### config.mk
export PLATFORM = sky130hd
export DESIGN_NAME = fetch_stage
export DESIGN_NICKNAME = d
export VERILOG_FILES = /design/src/rtl/fetch_stage.sv
export SDC_FILE = /design/constraint.sdc
export NUM_CORES = 1
export LEC_CHECK = 0
export CORE_MARGIN = 2
export CORE_UTILIZATION = 43
export DETAILED_ROUTE_END_ITERATION = 6
export GPL_TIMING_DRIVEN = 0
export PLACE_DENSITY = 0.84
export SLEW_MARGIN = 20
export SYNTH_ARGS = -nofsm -noshare
export SYNTH_HDL_FRONTEND = slang
export SYNTH_SLANG_ARGS = --single-unit
### constraint.sdc
create_clock -name clk -period 1.8 [get_ports clk]
set_input_delay 0.18 -clock clk [delete_from_list [all_inputs] [get_ports clk]]
set_output_delay 0.18 -clock clk [all_outputs]
set_load 0.01 [all_outputs]
### src/rtl/fetch_stage.sv
// Instruction fetch stage with IF/ID pipeline register.
// Holds the PC, drives the instruction-memory address and captures the
// fetched instruction plus its PC+2 for decode. Supports hazard stalls,
// branch/jump redirects, memory-not-ready bubbles, a sticky halt and a
// sticky misaligned-redirect error flag.
//
// state    | meaning
// ---------+--------------------------------------------------------------
// ST_RUN   | fetching normally (stall / bubble / redirect handled here)
// ST_HALT  | frozen after HALT; redirect and stall ignored; exit via reset
module fetch_stage #(
    parameter int               WIDTH     = 16,
    parameter logic [WIDTH-1:0] RESET_PC  = 16'h0000,
    parameter logic [WIDTH-1:0] NOP_INSTR = 16'h0800
) (
    input  logic             clk,
    input  logic             rst_n,
    input  logic             stall,
    input  logic             redirect,
    input  logic [WIDTH-1:0] redirect_pc,
    input  logic             halt_in,
    input  logic [WIDTH-1:0] imem_data,
    input  logic             imem_stall,
    output logic [WIDTH-1:0] imem_addr,
    output logic             imem_en,
    output logic [WIDTH-1:0] if_id_instr,
    output logic [WIDTH-1:0] if_id_pc_inc,
    output logic             if_id_valid,
    output logic             halted,
    output logic             fetch_err
);

    typedef enum logic {
        ST_RUN  = 1'b0,
        ST_HALT = 1'b1
    } state_t;

    state_t           state_q, state_d;
    logic [WIDTH-1:0] pc_q, pc_d;
    logic [WIDTH-1:0] instr_q, instr_d;
    logic [WIDTH-1:0] pc_inc_q, pc_inc_d;
    logic             valid_q, valid_d;
    logic             err_q, err_d;
    logic [WIDTH-1:0] pc_plus2;

    // PC increment wraps modulo 2^WIDTH by construction of the adder width.
    assign pc_plus2 = pc_q + WIDTH'(2);

    // Next-state and IF/ID update; rows are checked in priority order.
    always_comb begin
        state_d  = state_q;
        pc_d     = pc_q;
        instr_d  = instr_q;
        pc_inc_d = pc_inc_q;
        valid_d  = valid_q;
        err_d    = err_q;

        unique case (state_q)
            ST_RUN: begin
                if (redirect) begin
                    // Flush the younger instruction; a HALT sitting in IF/ID is squashed.
                    pc_d     = redirect_pc;
                    instr_d  = NOP_INSTR;
                    pc_inc_d = '0;
                    valid_d  = 1'b0;
                    if (redirect_pc[0]) begin
                        err_d = 1'b1;
                    end
                end else if (halt_in) begin
                    state_d  = ST_HALT;
                    instr_d  = NOP_INSTR;
                    pc_inc_d = '0;
                    valid_d  = 1'b0;
                end else if (stall) begin
                    // Hold PC and IF/ID: defaults already do that.
                end else if (imem_stall) begin
                    instr_d  = NOP_INSTR;
                    pc_inc_d = '0;
                    valid_d  = 1'b0;
                end else begin
                    instr_d  = imem_data;
                    pc_inc_d = pc_plus2;
                    valid_d  = 1'b1;
                    pc_d     = pc_plus2;
                end
            end
            ST_HALT: begin
                instr_d  = NOP_INSTR;
                pc_inc_d = '0;
                valid_d  = 1'b0;
            end
            default: begin
                state_d = ST_RUN;
            end
        endcase
    end

    // State and pipeline registers with synchronous active-low reset.
    always_ff @(posedge clk) begin
        if (!rst_n) begin
            state_q  <= ST_RUN;
            pc_q     <= RESET_PC;
            instr_q  <= NOP_INSTR;
            pc_inc_q <= '0;
            valid_q  <= 1'b0;
            err_q    <= 1'b0;
        end else begin
            state_q  <= state_d;
            pc_q     <= pc_d;
            instr_q  <= instr_d;
            pc_inc_q <= pc_inc_d;
            valid_q  <= valid_d;
            err_q    <= err_d;
        end
    end

    assign halted       = (state_q == ST_HALT);
    assign imem_addr    = pc_q;
    assign imem_en      = ~halted & ~stall;
    assign if_id_instr  = instr_q;
    assign if_id_pc_inc = pc_inc_q;
    assign if_id_valid  = valid_q;
    assign fetch_err    = err_q;

endmodule

# Yosys cells after proc, flatten, opt, wreduce, memory -nomap -nowiden

Index checks and enable logic that the tools add are counted.

Bits in registers: 51
Logic and storage cells: 38

Add/subtract/negate cells: 1
Equality and inequality tests: 4
Muxes and demuxes: 22
Bitwise logic cells: 3
Reductions and logical operators: 2

Operator list:

| cell                                           | number |
|---|---|
| two-way mux 16 bit                             | 12 |
| one-hot mux 16 bit (2 select lines)            | 2 |
| adder 16 x 2 -> 16 bit (second input constant) | 1 |
| two-way mux 1 bit                              | 7 |
| != test 2 bit (second input constant)          | 2 |
| != test 4 bit (second input constant)          | 1 |
| AND reduction 4 bit                            | 1 |
| AND reduction 3 bit                            | 1 |
| != test 2 x 1 -> 1 bit (second input constant) | 1 |
| NOT 1 bit                                      | 2 |
| one-hot mux 1 bit (2 select lines)             | 1 |
| AND 1 bit                                      | 1 |

# Logic depth before layout (Yosys ltp)

Depth after elaboration: 6
Depth in mapped cells: 6
Depth with buffers taken out: 5

# Worst setup path after synthesis

Ideal clock, no wire load.

Kind: register to register
From: register pc_q[1] (netlist: imem_addr[1])
To: register pc_q[13] (netlist: imem_addr[13])
Library setup time: 0.136 ns
Arrival time: 1.499 ns
Required time: 1.664 ns
Setup slack: 0.166 ns
Cell stages (with the launch flop): 6
Buffers on the path: 0
Clock period less this slack: 1.634 ns
Path through: dfxtp_1 ha_1 nand2_1 or4_4 nand4_1 o311ai_2

Longest elaborated chain between the ends: 5

Ends and longest elaborated chain:

| item                   | line | RTL |
|---|---|---|
| start, declared        | 39   | `logic [WIDTH-1:0] pc_q, pc_d;` |
| start signal, assigned | 109  | `pc_q <= pc_d;` |
| adder 16 x 2 -> 16 bit | 47   | `assign pc_plus2 = pc_q + WIDTH'(2);` |
| two-way mux 16 bit     | 76   | `end else if (imem_stall) begin` |
| two-way mux 16 bit     | 74   | `end else if (stall) begin` |
| two-way mux 16 bit     | 69   | `end else if (halt_in) begin` |
| two-way mux 16 bit     | 60   | `if (redirect) begin` |

No other way between the ends. The select of a mux whose other input is x is not followed.
A chain may end at the register's enable or synchronous reset.

# Final worst setup path

From: register pc_q[3] (netlist: imem_addr[3])
To: register pc_inc_q[13] (netlist: if_id_pc_inc[13])

Longest elaborated chain between the ends: 6

Ends and longest elaborated chain:

| item                                | line | RTL |
|---|---|---|
| adder 16 x 2 -> 16 bit              | 47   |  |
| two-way mux 16 bit                  | 76   |  |
| two-way mux 16 bit                  | 74   |  |
| two-way mux 16 bit                  | 69   |  |
| two-way mux 16 bit                  | 60   |  |
| one-hot mux 16 bit (2 select lines) | 58   | `unique case (state_q)` |
| end signal, assigned                | 111  | `pc_inc_q <= pc_inc_d;` |
| end, declared                       | 41   | `logic [WIDTH-1:0] pc_inc_q, pc_inc_d;` |

No other way between the ends. The select of a mux whose other input is x is not followed.

==> results.json <==
{
  "status": "completed",
  "synth_cell_types": 50,
  "diodes": 0,
  "cp_max_fo": 8,
  "cp.buffers_inverters": 1,
  "grt_pass1_vias": 2328,
  "synth_area_sq_um": 2300,
  "cp-end-kind": "register",
  "holdCritStartpoint": "if_id_pc_inc[14]",
  "reg2reg_from": "imem_addr[3]",
  "synth_fa_ha_area_frac": 0.0109,
  "critical_path_class": "reg2reg",
  "wl_per_cell_um": 15.5,
  "r2r_cells": 5,
  "drt_pass1_iterations": 5,
  "finalHoldViolations": 0,
  "clk-insertion-delay-late_ps": 300,
  "hold_depth": 2,
  "min_to": "if_id_pc_inc[14]",
  "fillCellCount": 450,
  "routed-via-count": 2397,
  "fp.dieH_um": 77.1,
  "crit_chain": "buf_2 -> nand4_2 -> or4_4 -> xor2_1 -> o21ai_2",
  "io_buffers": 89,
  "finalNetCount": 395,
  "dieWidth_um": 77.1,
  "post-route-period-util": 0.959,
  "max_stage_delay_ps": 620,
  "drcViolationCount": 0,
  "cts.clk_slew.worst_paths_ps": 90,
  "cp.depth": 5,
  "ir_drop_uv": 481,
  "cts_buffers": 5,
  "final_max_slew_viol_count": 0,
  "post_synth_xor_area_fraction": 0.0457,
  "rows": 26,
  "syn_inst": 260,
  "cts_post_setup_buffers_inserted": 0,
  "grt_max_degree": 16,
  "htreeDepth": 2,
  "synth_top_cell_by_area": "dfxtp_1",
  "r2r_end": "if_id_pc_inc[13]",
  "synth_area_leaders": "dfxtp_1 (44%), a22oi_1 (8.2%), nor2_1 (6.0%), nand3_1 (3.3%), nand2_1 (3.1%)",
  "ys_seq_area_frac": 0.444,
  "power_density_nw_per_um2": 667,
  "ioPinCount": 90,
  "synth_edf_count": 0,
  "ys_ff_latch": 51,
  "leakagePower_nw": 1.16,
  "drt_iter0_drc": 209,
  "synth.area.mux_share": 0.00871,
  "clock-sinks": 51,
  "yosys_warnings": 0,
  "grt_setup_unrepaired": "no",
  "synth-simple-area-share": 0.244,
  "syn_nets": 300,
  "hp-class": "reg2reg",
  "min_period_ps": 1730,
  "via_per_inst": 5.63,
  "totalWireLength_mm": 6.59,
  "drt.antenna.violating_nets": 0,
  "clock.fmax_ghz": 0.579,
  "synth-compound-area-share": 0.211,
  "antenna_found_initial": 0,
  "synth_top_family_by_area": "simple AND/OR/NAND/NOR gates",
  "area_delta_synth_final_pct": 46.8,
  "grt_remaining_overflow": 0,
  "cts_root_buffer": "clkbuf_8",
  "grt_pass1_wl_mm": 11.0,
  "gp_congestion": 0.918,
  "multi_input_area_sq_um": 1210,
  "layout-drive-gt1-share": 0.0927,
  "grt_util_all_layers": 0.223,
  "ff_latch_area_sq_um": 1020,
  "core_area_sq_um": 5140,
  "worstMarginPinSlew_ps": 566,
  "reg2reg_slack_ps": 70,
  "cts.path.max_buffers": 2,
  "design_area_sq_um": 3380,
  "startpoint_type": "register",
  "cp_slowest_cell": "or4_4",
  "synth_flop_cell": "dfxtp_1",
  "start_util": 0.447,
  "arrival_ps": 1920,
  "syn_area_per_cell_sq_um": 8.85,
  "tritoncts": "yes",
  "synth_top_cell_area_share": 0.444,
  "cp.required_ps": 1990,
  "place_hpwl_mm": 4.86,
  "finalClockSkew_ps": 3.08,
  "max_slew_margin": 0.623,
  "path_delay_family": "simple AND/OR/NAND/NOR gates",
  "holdWs_ps": 456,
  "async_flop_share": 0,
  "finalSetupViolations": 0,
  "placed_cell_area_sq_um": 3280,
  "maxCapViolCount": 0,
  "dieArea_sq_um": 5950,
  "holdBufCountCts": 0
}
metal layers:
metal	up-vias	GRT usage	share of wire
met5	-	0	0
met1	1110	0.278	0.42
li1	1135	-	-
met4	0	0.0589	0.012
met2	139	0.386	0.48
met3	13	0.0518	0.090
worst register-to-register path: cells and delay by family (launching register included):
family / cells / cell delay, ps
buf+inv: 1 / 200
simple gates: 2 / 830
compound gates: 1 / 60
xor+xnor: 1 / 170
flops: 1 / 350
layout make-up:
cell class	count	share of cell area
clock buffer	6	0.0215
buffer	17	0.0222
sequential	51	0.303
multi-input combinational	189	0.358
inverter	2	0.00222
clock inverter	2	0.00371
tap	70	0.0259
timing repair buffer	89	0.264
flip-flops by register name, indices dropped and copies added (netlist names):
| name | flops |
|---|---|
| if_id_instr | 16 |
| if_id_valid | 1 |
| if_id_pc_inc | 16 |
| fetch_err | 1 |
| imem_addr | 16 |
| halted | 1 |
stage by stage:
| stage | power, mW | setup slack, ps | utilization | setup TNS (ps) | instances |
|---|---|---|---|---|---|
| after floorplan | 1.40 | 166 | - | 0 | 260 |
| after global placement | 1.61 | -305 | 0.638 | -10250 | 419 |
| after detailed placement | 1.62 | -374 | 0.638 | -10840 | 419 |
| after CTS | 2.26 | 22.5 | 0.656 | 0 | 427 |
| after global routing | 2.35 | 1.22 | 0.657 | 0 | 426 |
| final | 2.25 | 73.6 | 0.657 | 0 | 426 |
cells by family (layout without fill, tap and decap cells):
logic type,after synthesis,in the layout
AOI/OAI and AO/OA,71,71
xor gates and xnor gates,12,12
adders and majority gates,2,2
buffers and inverters,20,116
DFF,51,51
muxes,2,2
and+or+nand+nor,102,102
cells in the mapped netlist (2+ instances only):
| library cell | number |
|---|---|
| a211o_1 | 2 |
| a21oi_1 | 10 |
| a22o_1 | 2 |
| a22oi_1 | 25 |
| a31oi_1 | 5 |
| and2_1 | 2 |
| and4_1 | 2 |
| buf_2 | 5 |
| clkbuf_1 | 11 |
| dfxtp_1 | 51 |
| ha_1 | 2 |
| inv_1 | 2 |
| mux2i_1 | 2 |
| nand2_1 | 19 |
| nand3_1 | 15 |
| nand3b_1 | 2 |
| nand4_1 | 4 |
| nor2_1 | 37 |
| nor2b_1 | 2 |
| nor4_2 | 2 |
| nor4b_2 | 2 |
| o211ai_1 | 3 |
| o21ai_0 | 13 |
| o221ai_1 | 2 |
| o31ai_1 | 2 |
| or4b_2 | 2 |
| xnor2_1 | 8 |
| xor2_1 | 4 |
layout by cell type, fill, tap and decap left out, types with 2 or more instances in the layout:
master and n:
clkdlybuf4s50_1 89, a22oi_1 25, o211ai_1 3, a22o_1 2
nand2_1 19, clkbuf_8 5, inv_1 2, a211o_1 2
nor2_1 37, and4_1 2, clkbuf_1 8, a31oi_1 5
o21ai_0 13, and2_1 2, dfxtp_1 50, xnor2_1 8
nand3b_1 2, mux2i_1 2, or4b_2 2, nor2b_1 2
nand3_1 15, clkbuf_2 4, buf_2 5, o31ai_1 2
xor2_1 4, nand4_1 4, nor4_2 2, o221ai_1 2
a21oi_1 10
power by group:
group          internal [mW]  switching (mW)  total, mW
Combinational          0.208           0.172      0.380
Clock                  0.273           0.379      0.651
Sequential              1.16          0.0563       1.22
Total                   1.64           0.607       2.25
worst max-delay path by stage:
stage,from,to,slack (ps)
6_report,imem_addr[3],if_id_pc_inc[13],70
4_1_cts,imem_addr[1],if_id_pc_inc[13],20
5_1_grt,redirect,imem_addr[1],1
3_3_place_gp,redirect,if_id_pc_inc[13],-300
3_5_place_dp,redirect,if_id_pc_inc[10],-370
2_1_floorplan,imem_addr[1],imem_addr[13],170
timing repair:
item                                    CTS  global route
pin swaps                                 0             1
gates cloned                              0             0
endpoints found under the setup margin   11            29
resized for setup                         1             8
Note: power is estimated with default switching activity, not from simulation.
==> edit 1 (config.mk and constraints unchanged) <==
Make the reset (`rst_n`) asynchronous in one clocked block. Comments in the files are not updated.
--- a/src/rtl/fetch_stage.sv
+++ b/src/rtl/fetch_stage.sv
@@ -97,5 +97,5 @@
 
     // State and pipeline registers with synchronous active-low reset.
-    always_ff @(posedge clk) begin
+    always_ff @(posedge clk or negedge rst_n) begin
         if (!rst_n) begin
             state_q  <= ST_RUN;
Check against the original RTL: differs if rst_n is asserted again (counterexample within 4 cycles, from zero or initial values and one cycle with rst_n low); with rst_n held inactive, the same outputs for 10 cycles.
==> edit 1 against the unedited design <==
Synthesized area rose by 4.2%. Critical path depth increased by 1. First-iteration DRC count shrank 12%. Highest routed layer unchanged. Sequential cell count did not move. Design area up 8.7%. Worst setup slack lost 65 ps. Routed wire length increased by 9.2%.
Power is not compared: it rests on default switching activity, and its combinational part moved more than twofold at a synthesized area within 25%.
==> edit 1: results (changes against the unedited design) <==
Outcome
  – Status: finished, final reports clean

Synthesis
  – Syn Nets: 277 (-7.7%)
  – Top cells by area, synth: sky130_fd_sc_hd__dfrtp_1, sky130_fd_sc_hd__a22o_1, sky130_fd_sc_hd__o21ai_0
  – Adder and majority cell fraction of the synthesized area: 0.0104 (-0.000443)
  – Count of distinct cell types in the synthesized netlist: 38 (-24%)
  – Cell area after synthesis: 0.00240 sq mm (+4.2%)
  – Most frequent cells after synthesis: sky130_fd_sc_hd__dfrtp_1, sky130_fd_sc_hd__nand2_1, sky130_fd_sc_hd__o21ai_0
  – Synth Area in XOR/XNOR: 0.0365 (-0.00917)
  – Post-synthesis sequential area ratio: 0.533 (+0.0889)
  – Proportion of synthesized area in mux cells: 0.0125 (+0.00382)
  – Number of standard cells after synthesis: 237 (-8.8%)
  – Share of flip-flops with an asynchronous set or reset after synthesis: 1.00 (+1.00)

Cells and area
  – Sequential share of cell area: 0.350 (+0.0473)
  – Final Net Count: 383 (-3.0%)
  – Data-path buffer share of cell area in the final layout: 0.293 (+0.00674)
  – Post-route non-filler standard cell count: 416 (-2.3%)
  – Multi-In Gates: 165 (-13%)
  – Inverters: 4 (+2)
  – Repair and plain buffers: 116 (+9.4%)
  – Filler cell count: 425 (-5.6%)
  – Clk tree area frac: 0.0239 (-0.00134)
  – Multi-input gate share of total cell area: 0.304 (-0.0532)

Placement
  – Final estimated routing congestion in global placement: 0.929 (+1.2%)
  – Post-place instance area: 0.00337 sq mm (+2.7%)
  – Count of placed standard cells including taps: 397 (-5.3%)
  – Post-DP HPWL: 4.92 mm (+1.3%)
  – Buffers added on ports: 88 (-1.1%)

Min path
  – Type of the most critical hold path: input pin to register

Global route
  – All-layer global routing usage: 0.230 (+0.00672)
  – Maximum number of pins on one net before global-route repair: 52 (+36)
  – Wire length of the first global-routing pass: 11.0 mm (about the same)

Clock tree
  – Number of hold-repair buffers added at the cts stage: 1 (+1)
  – Count of buffers added by post-CTS timing repair for setup: 4 (+4)

Timing
  – Setup Skew: 8.42 ps (+5.34 ps)
  – Slew @ Worst Pin: 633 ps (+67.7 ps)

Drt
  – Overall routed net length: 7.19 mm (+9.2%)
  – Detailed-route via count: 2297 (-4.2%)
  – Number of DRC markers after the initial detailed-route iteration: 184 (-12%)
  – 1st-pass router iterations: 4 (-1)
## edit 1: power by group through the flow
stage | logic (mW) | clock network (mW) | registers [mW]
after floorplan | 0.276 | 0 | 1.39
after global placement | 0.645 | 0 | 1.37
after detailed placement | 0.659 | 0 | 1.37
after CTS | 0.682 | 0.676 | 1.35
after global routing | 0.864 | 0.724 | 1.39
final | 0.808 | 0.677 | 1.37
## edit 1: worst max-delay path, stage by stage (launching register included)
cell	delay, ps
sky130_fd_sc_hd__dfrtp_2	480
sky130_fd_sc_hd__ha_4	160
sky130_fd_sc_hd__buf_6	110
sky130_fd_sc_hd__nand2_1	50
sky130_fd_sc_hd__or4_4	490
sky130_fd_sc_hd__or3_4	350
sky130_fd_sc_hd__nand4_1	90
## edit 1: path summary, 6_finish.rpt
kind                       cells past startpoint       startpoint  slack (ps)              end
max in group asynchronous                      2            rst_n         910     imem_addr[9]
hold / removal                                 3    imem_data[11]         420  if_id_instr[11]
setup reg to reg                               6     imem_addr[1]           9    imem_addr[13]
hold reg to reg                                2  if_id_instr[11]         470  if_id_instr[11]
setup / recovery                               6     imem_addr[1]           9    imem_addr[13]
min in group asynchronous                      2            rst_n         440        fetch_err
## edit 1: per-stage QoR
step / TNS, ps / setup WS, ps
floorplan: 0 / 53.2
global placement: -53620 / -1100
detailed placement: -8010 / -328
CTS: 0 / 4.40
global route: -126 / -62.1
finish: 0 / 8.85
## edit 1: metal layers
metal | wire length, um | up-vias | track usage
met5 | 0 | - | 0
met4 | 218 | 0 | 0.111
met3 | 414 | 19 | 0.0425
met2 | 3650 | 102 | 0.359
met1 | 2910 | 1106 | 0.309
li1 | - | 1070 | -
==> edit 2 (same settings) <==
Without the edit above. The parameter `WIDTH` goes from 16 to 32.
--- a/src/rtl/fetch_stage.sv
+++ b/src/rtl/fetch_stage.sv
@@ -10,5 +10,5 @@
 // ST_HALT  | frozen after HALT; redirect and stall ignored; exit via reset
 module fetch_stage #(
-    parameter int               WIDTH     = 16,
+    parameter int               WIDTH     = 32,
     parameter logic [WIDTH-1:0] RESET_PC  = 16'h0000,
     parameter logic [WIDTH-1:0] NOP_INSTR = 16'h0800
Ports: changed (5 resized); port bits go from 90 to 170. No check against the original RTL was run, so the function may have changed too.
==> edit 2 against the unedited design <==
The run now ends with setup timing left. Largest cell class unchanged. Critical path type unchanged. Sequential cell count up 48. Global-route usage up 5.6 points. Design area up 110%. Critical path depth up 1. Sequential share of layout area down 1.8 points. Routed wire length up 150%. Via count up 120%. Synthesized area up 95%. Clock power up 130%. Worst setup slack worse by 160 ps. Core utilization up 4.2 points. Cell count up 110%. Critical endpoint is now imem_addr[19]. Power up 100%.
==> edit 2: results (changes against the unedited design) <==
Synthesis
  – Syn Nets: 606 (+100%)
  – Cell area after synthesis: 0.00449 sq mm (+95%)
  – Top cells by area, synth: sky130_fd_sc_hd__dfxtp_1, sky130_fd_sc_hd__a22oi_1, sky130_fd_sc_hd__nor2_1
  – Synth Area in XOR/XNOR: 0.0566 (+0.0109)
  – Proportion of synthesized area in mux cells: 0.0112 (+0.00245)
  – Post-synthesis sequential area ratio: 0.442 (-0.00224)
  – Count of distinct cell types in the synthesized netlist: 54 (+8.0%)
  – Area fraction in compound gates after synthesis: 0.206 (-0.00475)
  – Most frequent cells after synthesis: sky130_fd_sc_hd__dfxtp_1, sky130_fd_sc_hd__nor2_1, sky130_fd_sc_hd__nand2_1

Power and ir drop
  – Internal power of the cells: 3.33 mW (+100%)
  – Leakage power: 2.57 nW (+120%)
  – Maximum vdd drop: 0.000401 V (-17%)
  – Share of power burned in registers: 0.513 (-0.029)
  – Share of total power consumed by net switching: 0.275 (+0.00497)
  – Combinational fraction of design power: 0.164 (-0.005)

Drt
  – Routed met2 length: 7.77 mm (+150%)
  – Detailed-route via count: 5249 (+120%)
  – Routed met1 length: 6.14 mm (+120%)
  – Vias per inst: 5.94 (+5.6%)
  – Number of DRC markers after the initial detailed-route iteration: 378 (+81%)
  – Met3 wire length: 1.68 mm (+180%)

Placement
  – Post-place instance area: 0.00638 sq mm (+95%)
  – Worst slack at placement: -815 ps (-441 ps)
  – Final estimated routing congestion in global placement: 0.930 (+1.3%)

Global route
  – Wire length of the first global-routing pass: 25.1 mm (+130%)
  – Vias in the first global route: 4982 (+110%)
  – Maximum number of pins on one net before global-route repair: 17 (+1)
  – Met2 layer usage reported by global route: 0.473 (+0.0869)
  – All-layer global routing usage: 0.279 (+0.0555)
  – Global routing usage on met3: 0.0681 (+0.0163)
  – Met1 routing resource usage after global routing: 0.321 (+0.0423)

Outcome
  – Violated checks: setup timing
  – Status: finished with violations

Cells and area
  – Multi-In Gates: 390 (+110%)
  – Clk tree area frac: 0.0285 (+0.00333)
  – Data-path buffer share of cell area in the final layout: 0.302 (+0.0160)
  – Inverters: 7 (+5)
  – Final Net Count: 814 (+110%)
  – Clkbuf count: 11 (+5)
  – Multi-input gate share of total cell area: 0.357 (-0.00112)

Timing
  – Setup Skew: 12.6 ps (+9.50 ps)
  – Post-route worst setup slack: -89.1 ps (-163 ps)
  – Final sum of negative setup slack: -423 ps (-423 ps)
  – Finish-stage setup viols: 12 (+12)
  – Worst hold slack across all endpoints: 364 ps (-92.7 ps)
  – Slew @ Worst Pin: 739 ps (+173 ps)

Critical path
  – Startpoint of the most critical register-to-register path: imem_addr[1]
  – Largest fanout on the critical path: 5 (-3)
  – Crit Reg-Reg Endpoint: imem_addr[19]

Min path
  – Type of the most critical hold path: input pin to register
  – Hold path endpoint: imem_addr[24]

Clock tree
  – Skew-Pair Late Insertion Delay: 370 ps (+70 ps)
  – Total clock buffers created by CTS: 9 (+4)
[edit 2: changes by cell type in the layout (fill, tap and decap cells not counted), moves of 9 or more]
cell,unedited run,this run
sky130_fd_sc_hd__xor2_1,4,15
sky130_fd_sc_hd__clkdlybuf4s50_1,89,164
sky130_fd_sc_hd__o21ai_0,13,28
sky130_fd_sc_hd__a22oi_1,25,46
sky130_fd_sc_hd__nor2_1,37,65
sky130_fd_sc_hd__dfxtp_1,50,79
sky130_fd_sc_hd__nand2_1,19,57
sky130_fd_sc_hd__a21oi_1,10,19
sky130_fd_sc_hd__buf_4,0,28
sky130_fd_sc_hd__nand4_1,4,15
sky130_fd_sc_hd__and3_1,1,11
sky130_fd_sc_hd__dfxtp_4,0,13
[edit 2: timing repair]
action / 4_1_cts / 5_1_grt
endpoints found under the setup margin: 95 / 84
buffers inserted: 19 / 12
pin swaps: 14 / 18
gates resized for setup: 68 / 39
